<file path="config.mk">
export PLATFORM = sky130hd
export DESIGN_NAME = scrf_loader
export DESIGN_NICKNAME = d
export VERILOG_FILES = /design/src/rtl/scrf_pkg.sv /design/src/rtl/scrf_word_bank.sv /design/src/rtl/scrf_loader.sv
export SDC_FILE = /design/constraint.sdc
export NUM_CORES = 2
export LEC_CHECK = 0
export CORE_MARGIN = 3
export CORE_UTILIZATION = 41
export CTS_BUF_LIST = sky130_fd_sc_hd__clkbuf_4
export CTS_CLUSTER_DIAMETER = 30
export DETAILED_ROUTE_END_ITERATION = 10
export SLEW_MARGIN = 5
export SYNTH_ARGS = -nofsm -noshare
export SYNTH_HDL_FRONTEND = slang
export SYNTH_HIERARCHICAL = 1
export SYNTH_SLANG_ARGS = --single-unit
export TNS_END_PERCENT = 5
</file>
<file path="constraint.sdc">
create_clock -name clk -period 2.83 [get_ports clk]
set_input_delay 0.566 -clock clk [delete_from_list [all_inputs] [get_ports clk]]
set_output_delay 0.566 -clock clk [all_outputs]
set_load 0.03 [all_outputs]
</file>
<file path="src/rtl/scrf_pkg.sv">
// scrf_pkg: shared sizes, word map, reset defaults and FSM encoding for the loadable config register file.
package scrf_pkg;
    localparam int N_WORDS = 34;
    localparam int ADDR_W = 6;
    localparam int N_IPORT = 12;
    localparam int N_OPORT = 2;
    localparam int DFSM_W = 23;
    localparam int SSP_W = 20;
    localparam int QUABUF_W = 38;
    localparam int SINGBUF_W = 26;
    localparam int PE_W = 6;
    localparam int PORT_W = 56;
    localparam int W_DFSM = 0;
    localparam int W_SSP = 1;
    localparam int W_QUABUF_LO = 2;
    localparam int W_QUABUF_HI = 3;
    localparam int W_SINGBUF = 4;
    localparam int W_FLAGS = 5;
    localparam int W_IPORT_BASE = 6;
    localparam int W_OPORT_BASE = 30;
    localparam logic [ADDR_W-1:0] N_WORDS_A = ADDR_W'(N_WORDS);
    typedef enum logic [1:0] {IDLE, WAIT_IDLE, COMMIT} state_t;
    typedef logic [N_WORDS-1:0][31:0] bank_t;
    // Input port k resets to low word 0x0001_0000+k, high word k; output ports reset to zero.
    function automatic bank_t build_default();
        bank_t b;
        b = '0;
        b[W_DFSM] = 32'd524387;
        b[W_SSP] = 32'd12;
        b[W_QUABUF_LO] = 32'h2000_1008;
        b[W_QUABUF_HI] = 32'h0000_0030;
        b[W_SINGBUF] = 32'd4104;
        b[W_FLAGS] = 32'h0000_03FE;
        for (int k = 0; k < N_IPORT; k++) begin
            b[W_IPORT_BASE+2*k] = 32'h0001_0000 + 32'(k);
            b[W_IPORT_BASE+2*k+1] = 32'(k);
        end
        return b;
    endfunction
    localparam bank_t SCRF_DEFAULT = build_default();
endpackage

</file>
<file path="src/rtl/scrf_word_bank.sv">
// scrf_word_bank: shadow/active 32-bit word banks with a write port, a commit copy strobe and a registered readback.
module scrf_word_bank
    import scrf_pkg::*;
(
    input  logic                      clk,
    input  logic                      rst_n,
    input  logic                      wr_en,
    input  logic [ADDR_W-1:0]         wr_addr,
    input  logic [31:0]               wr_data,
    input  logic                      commit,
    input  logic [ADDR_W-1:0]         rd_addr,
    output logic [31:0]               rd_data,
    output logic [N_WORDS-1:0][31:0]  active
);
    bank_t shadow;

    always_ff @(posedge clk or negedge rst_n) begin
        if (!rst_n) begin
            shadow <= SCRF_DEFAULT;
            active <= SCRF_DEFAULT;
            rd_data <= '0;
        end else begin
            if (wr_en && wr_addr < N_WORDS_A) shadow[wr_addr] <= wr_data;
            if (commit) active <= shadow;
            rd_data <= (rd_addr < N_WORDS_A) ? active[rd_addr] : '0;
        end
    end
endmodule

</file>
<file path="src/rtl/scrf_loader.sv">
// scrf_loader: host-loadable config register file; commits shadow to active once the PE array is idle
// and unpacks the active words into the per-block config fields.
module scrf_loader
    import scrf_pkg::*;
(
    input  logic                           clk,
    input  logic                           rst_n,
    input  logic                           cfg_wr_valid,
    output logic                           cfg_wr_ready,
    input  logic [ADDR_W-1:0]              cfg_wr_addr,
    input  logic [31:0]                    cfg_wr_data,
    input  logic                           commit_req,
    input  logic                           array_idle,
    input  logic [ADDR_W-1:0]              cfg_rd_addr,
    output logic [31:0]                    cfg_rd_data,
    output logic                           cfg_updated,
    output logic                           addr_err,
    output logic                           busy,
    output logic [DFSM_W-1:0]              dfsm_config,
    output logic [SSP_W-1:0]               ssp_config,
    output logic [QUABUF_W-1:0]            quabuf_config,
    output logic [SINGBUF_W-1:0]           singbuf_config,
    output logic                           mode_conv_mm,
    output logic                           isac,
    output logic                           isrelu,
    output logic                           isbn,
    output logic [PE_W-1:0]                pe_config,
    output logic [N_IPORT-1:0][PORT_W-1:0] iport_configbits,
    output logic [N_OPORT-1:0][PORT_W-1:0] oport_configbits
);
    state_t state, next_state;
    logic accept, commit;
    bank_t active;
    logic unused_bits;

    always_ff @(posedge clk or negedge rst_n) begin
        if (!rst_n) state <= IDLE;
        else state <= next_state;
    end

    always_comb begin
        next_state = (state == IDLE && commit_req) ? WAIT_IDLE :
                     (state == WAIT_IDLE && array_idle) ? COMMIT :
                     (state == COMMIT) ? IDLE : state;
    end

    // Writes are held off for the whole commit window so the copy is atomic.
    always_comb begin
        cfg_wr_ready = state == IDLE;
        busy = state != IDLE;
        commit = state == COMMIT;
    end

    assign accept = cfg_wr_valid && cfg_wr_ready;

    always_ff @(posedge clk or negedge rst_n) begin
        if (!rst_n) begin
            cfg_updated <= 1'b0;
            addr_err <= 1'b0;
        end else begin
            cfg_updated <= commit;
            addr_err <= commit ? 1'b0 : (accept && cfg_wr_addr >= N_WORDS_A) ? 1'b1 : addr_err;
        end
    end

    scrf_word_bank u_bank (
        .clk(clk),
        .rst_n(rst_n),
        .wr_en(accept),
        .wr_addr(cfg_wr_addr),
        .wr_data(cfg_wr_data),
        .commit(commit),
        .rd_addr(cfg_rd_addr),
        .rd_data(cfg_rd_data),
        .active(active)
    );

    assign dfsm_config = active[W_DFSM][DFSM_W-1:0];
    assign ssp_config = active[W_SSP][SSP_W-1:0];
    assign quabuf_config = {active[W_QUABUF_HI][QUABUF_W-33:0], active[W_QUABUF_LO]};
    assign singbuf_config = active[W_SINGBUF][SINGBUF_W-1:0];
    assign mode_conv_mm = active[W_FLAGS][0];
    assign isac = active[W_FLAGS][1];
    assign isrelu = active[W_FLAGS][2];
    assign isbn = active[W_FLAGS][3];
    assign pe_config = active[W_FLAGS][4+:PE_W];

    for (genvar k = 0; k < N_IPORT; k++) begin : g_iport
        assign iport_configbits[k] = {active[W_IPORT_BASE+2*k+1][PORT_W-33:0], active[W_IPORT_BASE+2*k]};
    end
    for (genvar k = 0; k < N_OPORT; k++) begin : g_oport
        assign oport_configbits[k] = {active[W_OPORT_BASE+2*k+1][PORT_W-33:0], active[W_OPORT_BASE+2*k]};
    end

    // Stored high bits beyond each field width are readback-only.
    assign unused_bits = ^active;
endmodule
</file>
After elaboration in Yosys (flattened, before gate mapping). Cells that the tools add are included.

Memory bits (writable): 0. Memories kept: 0. Register bits after elaboration: 2212. Input bits: 49. Latch bits: 0. Word-level logic and storage cells: 101. Bits in read-only memories: 0.

Reduce and logical (&&, ||, !) cells: 10. Shift operators: 0. Multipliers: 0. Muxes and demuxes: 11. Order comparisons: 6. $add $sub $neg: 0. Divide/modulo/power cells: 0. Bitwise operators: 0. Equality and inequality tests: 2.

Operators by type and width (count): $bwmux W1088 (1); $bmux W32 S6 (1); $demux W32 S6 (1); $mux W32 (3); $lt A6 B7 Y1 const B (2); $lt A6 B6 Y1 const B (2); $ge A6 B1 Y1 const B (1); $ge A6 B6 Y1 const B (1); $logic_and A1 B1 Y1 (6); $mux W2 (3); $reduce_bool A2 Y1 (2); $reduce_bool A3 Y1 (1); $eq A2 B1 Y1 const B (1); $eq A2 B2 Y1 const B (1); $logic_not A2 Y1 (1); $mux W1 (2).

Logic depth before layout (Yosys ltp).
Word-level depth: 5. Mapped depth: 9. Gate-level depth less buffers: 7.

Modules after synthesis. Netlist, hierarchy kept.

By module, submodules not included: scrf_word_bank (area an instance 91190.0 sq um, cells each 5782, instances 1, sequential area each 55440.7 sq um); scrf_loader (area an instance 182.7 sq um, cells each 16, instances 1, sequential area each 100.1 sq um).

Least setup slack after synthesis. OpenSTA, ideal clock, no wires.

Kind: register -> register. Start point: register state[1]. End point: register u_bank/shadow[757] (netlist bit). Slack: 447 ps. Clock period less this slack: 2383 ps. Data required time: 2705 ps. Stages on the path, launching flop included: 9. Arrival time: 2259 ps. Setup time: 125 ps. Cell sequence: dfrtp_1 > nor2_2 > and2_2 > and2b_1 > nand2_1 > or2_2 > nor2_4 > buf_4 > mux2_2.

Word-level cells in the longest chain between the ends: 3.

Ends and longest elaborated chain: from (decl) (RTL line scrf_loader.sv:31) `state_t state, next_state;`; from (signal assigned) (RTL line scrf_loader.sv:38) `else state <= next_state;`; $logic_not A2 Y1 (RTL line scrf_loader.sv:49) `cfg_wr_ready = state == IDLE;`; net cfg_wr_ready (RTL line scrf_loader.sv:9) `output logic cfg_wr_ready,`; $logic_and A1 B1 Y1 (RTL line scrf_loader.sv:54) `assign accept = cfg_wr_valid && cfg_wr_ready;`; net accept (RTL line scrf_loader.sv:32) `logic accept, commit;`; $logic_and A1 B1 Y1 (RTL line scrf_word_bank.sv:23) `if (wr_en && wr_addr < N_WORDS_A) shadow[wr_addr] <= wr_data;`; to (signal, indexed assignment) (RTL line scrf_word_bank.sv:23); to (decl) (RTL line scrf_word_bank.sv:15) `bank_t shadow;`.

The timed path passes the listed nets, and every way through them passes these cells. A chain may end at the register's enable or synchronous reset.

Worst setup path in the final report.
Start point: register u_bank/active[245] (netlist bit). End point: output port iport_configbits[53] (netlist bit).

RTL lines: from (decl) (RTL line scrf_word_bank.sv:13) `output logic [N_WORDS-1:0][31:0] active`; from (signal assigned) (RTL line scrf_word_bank.sv:24) `if (commit) active <= shadow;`; to (decl) (RTL line scrf_loader.sv:28) `output logic [N_IPORT-1:0][PORT_W-1:0] iport_configbits,`.

No word-level cell between the ends.

==> metrics.yaml <==
floorplanning:
  die_w_um: 478
  die_area_mm2: 0.229
  initial_core_util_pct: 41.4
  fp.dieH_um: 478
  placementRows: 172
  core-area_mm2: 0.221
  io_pins: 986
status:
  status: "complete, no violations"
worst_setup_path:
  required_ns: 2.26
  end_kind: "output port"
  critPathArrivalTime_ns: 2.15
  start_kind: "register"
  crit_fanout: 3
  critPathTopFamily: "flip-flops"
  critPathKind: "reg2out"
  path_cells: "clkdlybuf4s15_2"
  cpPeakStageDelay_ns: 0.47
  critPathBufInv: 1
  cp_slowest_cell: "dfrtp_2"
power_and_ir_drop:
  power_frac_clock_pct: 24.7
  p_sw_share_pct: 38.9
  intPower_mw: 74.9
  ir_drop_mv: 0.566
  power.switching_mw: 47.6
  leakage_nw: 56.9
  seq_power_share_pct: 40.3
  cellPowerDensity_mw_per_mm2: 1070
  combPwrFrac_pct: 35.1
detailed_routing:
  ant_nets: 0
  vias_per_cell: 5.40
  drt-total-wl_mm: 326
  firstDrtPassIters: 5
  drcViolationCount: 0
  wl_per_cell_um: 29.9
  num_vias: 58800
  drtIter0Drc: 3510
clock_tree:
  cts_max_level: 6
  cts_buffers: 641
  clock_path_buffers: 4
  clockRootBuffer: "clkbuf_4"
  clk_latency_ns: 1.38
  cts_sinks: 2212
  cts_tree: "done"
  clk_pin_slew_ns: 0.05
min_path:
  holdCritPathClass: "in2reg"
sta:
  setup_viol: 0
  slew_headroom_pct: 24.4
  hold_violations: 0
  setup_tns_ns: 0
  worst_slew_pin_slew_ns: 1.13
  period_share_pct: 95.9
  slew_viol_final: 0
  timing.fmax_mhz: 368
  min_period_ns: 2.71
  rsz0062_at_grt: "yes"
  finClkSkew_ns: 0.112
yosys:
  synth_nets: 5847
  synth_seq_cells: 2212
  syn-cell-area_mm2: 0.0914
  yosysWarnings: 6
  synth_seq_area_share_pct: 60.8
  ys_types: 48
  syn_inst: 5798
  syn-mean-instance-area_um2: 15.8
finish:
  nNetsFinal: 7490
  fin_util_pct: 51.7
  syn2layout_area_growth_pct: 24.8
  fin_cells: 10900
  layout-drive-gt1-share_pct: 63.3
placed_design:
  routabilityCongestion: 0.856
  dp_cells: 9681
  io_buffers: 985
  dp_hpwl_mm: 230
global_routing:
  overflow: 0
  antenna_found_initial: 18
  grt_max_degree: 138
  grt_usage_pct: 28.1
  grt_pass1_wl_mm: 464
  first_global_vias: 62500
flow_run:
  drv_cap: 0
final timing paths:
check,start,end,slack [ns],depth (start not counted)
hold reg to reg,u_bank/shadow[708],u_bank/active[708],0.43,1
setup reg to reg,state[0],u_bank/shadow[428],0.12,9
max in group asynchronous,rst_n,u_bank/active[225],1.16,6
min in group asynchronous,rst_n,u_bank/active[842],0.39,4
hold / removal,cfg_wr_data[30],u_bank/shadow[766],0.27,3
setup / recovery,u_bank/active[245],iport_configbits[53],0.12,1
flip-flops by register name (all words and copies together), names as in the netlist:
signal	flops
addr_err	1
cfg_updated	1
state	2
u_bank/active	1088
u_bank/rd_data	32
u_bank/shadow	1088
area by class of cell:
| cell class | count | area [µm²] |
|---|---|---|
| diodes | 20 | 50.0 |
| clock buffers | 954 | 7160 |
| clock inverters | 155 | 977 |
| fillers | 19200 | 107000 |
| inverters | 10 | 37.5 |
| multi-input cells | 3130 | 33800 |
| flip-flops and latches | 2212 | 55700 |
| well taps | 2958 | 3700 |
| repair buffers | 1446 | 12700 |
worst register-to-register path, delay by kind of cell (launching register included):
family | cells | cell delay [ns]
and+or+nand+nor | 6 | 1.34
buffers and inverters | 2 | 0.35
muxes | 1 | 0.47
DFF | 1 | 0.42
cell families (layout without fill, tap and decap cells):
kind of cell | Yosys count | after routing | synth area share [%]
buf+inv | 456 | 2565 | 2.44
compound gates | 244 | 244 | 1.90
flops | 2212 | 2212 | 60.8
simple gates | 246 | 246 | 1.29
other cells | 0 | 20 | 0
mux | 2640 | 2640 | 33.6
per-stage QoR:
stage | power (mW) | cell area [µm²] | hold WS, ns | setup slack (ns)
finish | 123 | 114000 | 0.271 | 0.116
global route | 128 | 114000 | 0.164 | -0.00782
CTS | 125 | 116000 | 0.000673 | -0.117
detailed placement | 95.7 | 107000 | 0.447 | -0.247
global placement | 95.0 | 107000 | 0.451 | -0.267
floorplan | 72.1 | 91400 | 0.270 | 0.447
repair_timing:
action | 4_1_cts | 5_1_grt
pin swaps | 1 | 0
hold buffers | 45 | 0
buffers inserted | 30 | 0
hold endpoints to repair | 2980 | 0
endpoints found under the setup margin | 936 | 581
resized for setup | 3371 | 797
Yosys cell counts (all sizes together):
| library cell | n | area, µm² |
|---|---|---|
| nand2 | 48 | 180 |
| nor3b | 3 | 22.5 |
| nand4 | 1 | 6.26 |
| nand3 | 19 | 95.1 |
| dfstp | 150 | 3940 |
| a41oi | 7 | 61.3 |
| and3 | 25 | 156 |
| nor2b | 3 | 18.8 |
| a221oi | 24 | 210 |
| or3b | 1 | 8.76 |
| nor2 | 122 | 523 |
| mux2 | 2210 | 24900 |
| nor4 | 2 | 12.5 |
| o211ai | 24 | 180 |
| and2 | 4 | 26.3 |
| o22ai | 32 | 200 |
| a21oi | 7 | 35.0 |
| o21ai | 58 | 290 |
| clkbuf | 186 | 698 |
| o221ai | 1 | 8.76 |
| or2 | 2 | 12.5 |
| dfrtp | 2062 | 51600 |
| o41ai | 1 | 8.76 |
| nand4bb | 1 | 11.3 |
| nand2b | 3 | 18.8 |
| mux2i | 310 | 3100 |
| o2111ai | 48 | 420 |
| and2b | 3 | 23.8 |
| buf | 260 | 1500 |
| inv | 10 | 37.5 |
| nor3 | 3 | 15.0 |
| o21a | 1 | 7.51 |
| nand3b | 6 | 45.0 |
| a22o | 1 | 8.76 |
| mux4 | 120 | 2700 |
| a22oi | 39 | 293 |
| a311oi | 1 | 8.76 |
layer usage:
| metal | global-route usage, % | routed length [µm] | vias to the layer above |
|---|---|---|---|
| met2 | 42.1 | 146000 | 2059 |
| met1 | 37.3 | 139000 | 31400 |
| met3 | 9.70 | 28100 | 498 |
| met5 | 0.504 | 173 | - |
| li1 | - | - | 24800 |
| met4 | 11.4 | 13100 | 4 |
power by group through the flow:
stage	clock network (mW)	logic, mW	registers [mW]
after floorplan	0	14.9	57.2
after global placement	0	45.6	49.4
after detailed placement	0	46.0	49.7
after CTS	31.2	44.3	49.3
after global routing	33.0	45.0	50.4
final	30.2	43.0	49.3
cell usage in the layout, fill, tap and decap left out, drive strengths merged, types with 44 or more instances in the layout:
cell / n
mux2: 2210
dfrtp: 2062
clkbuf: 1087
buf: 949
mux2i: 310
clkdlybuf4s15: 298
dfstp: 150
clkinv: 123
nor2: 122
mux4: 120
o21ai: 58
o2111ai: 48
nand2: 48
dlygate4sd3: 44
Note: power is estimated with default switching activity, not from simulation.
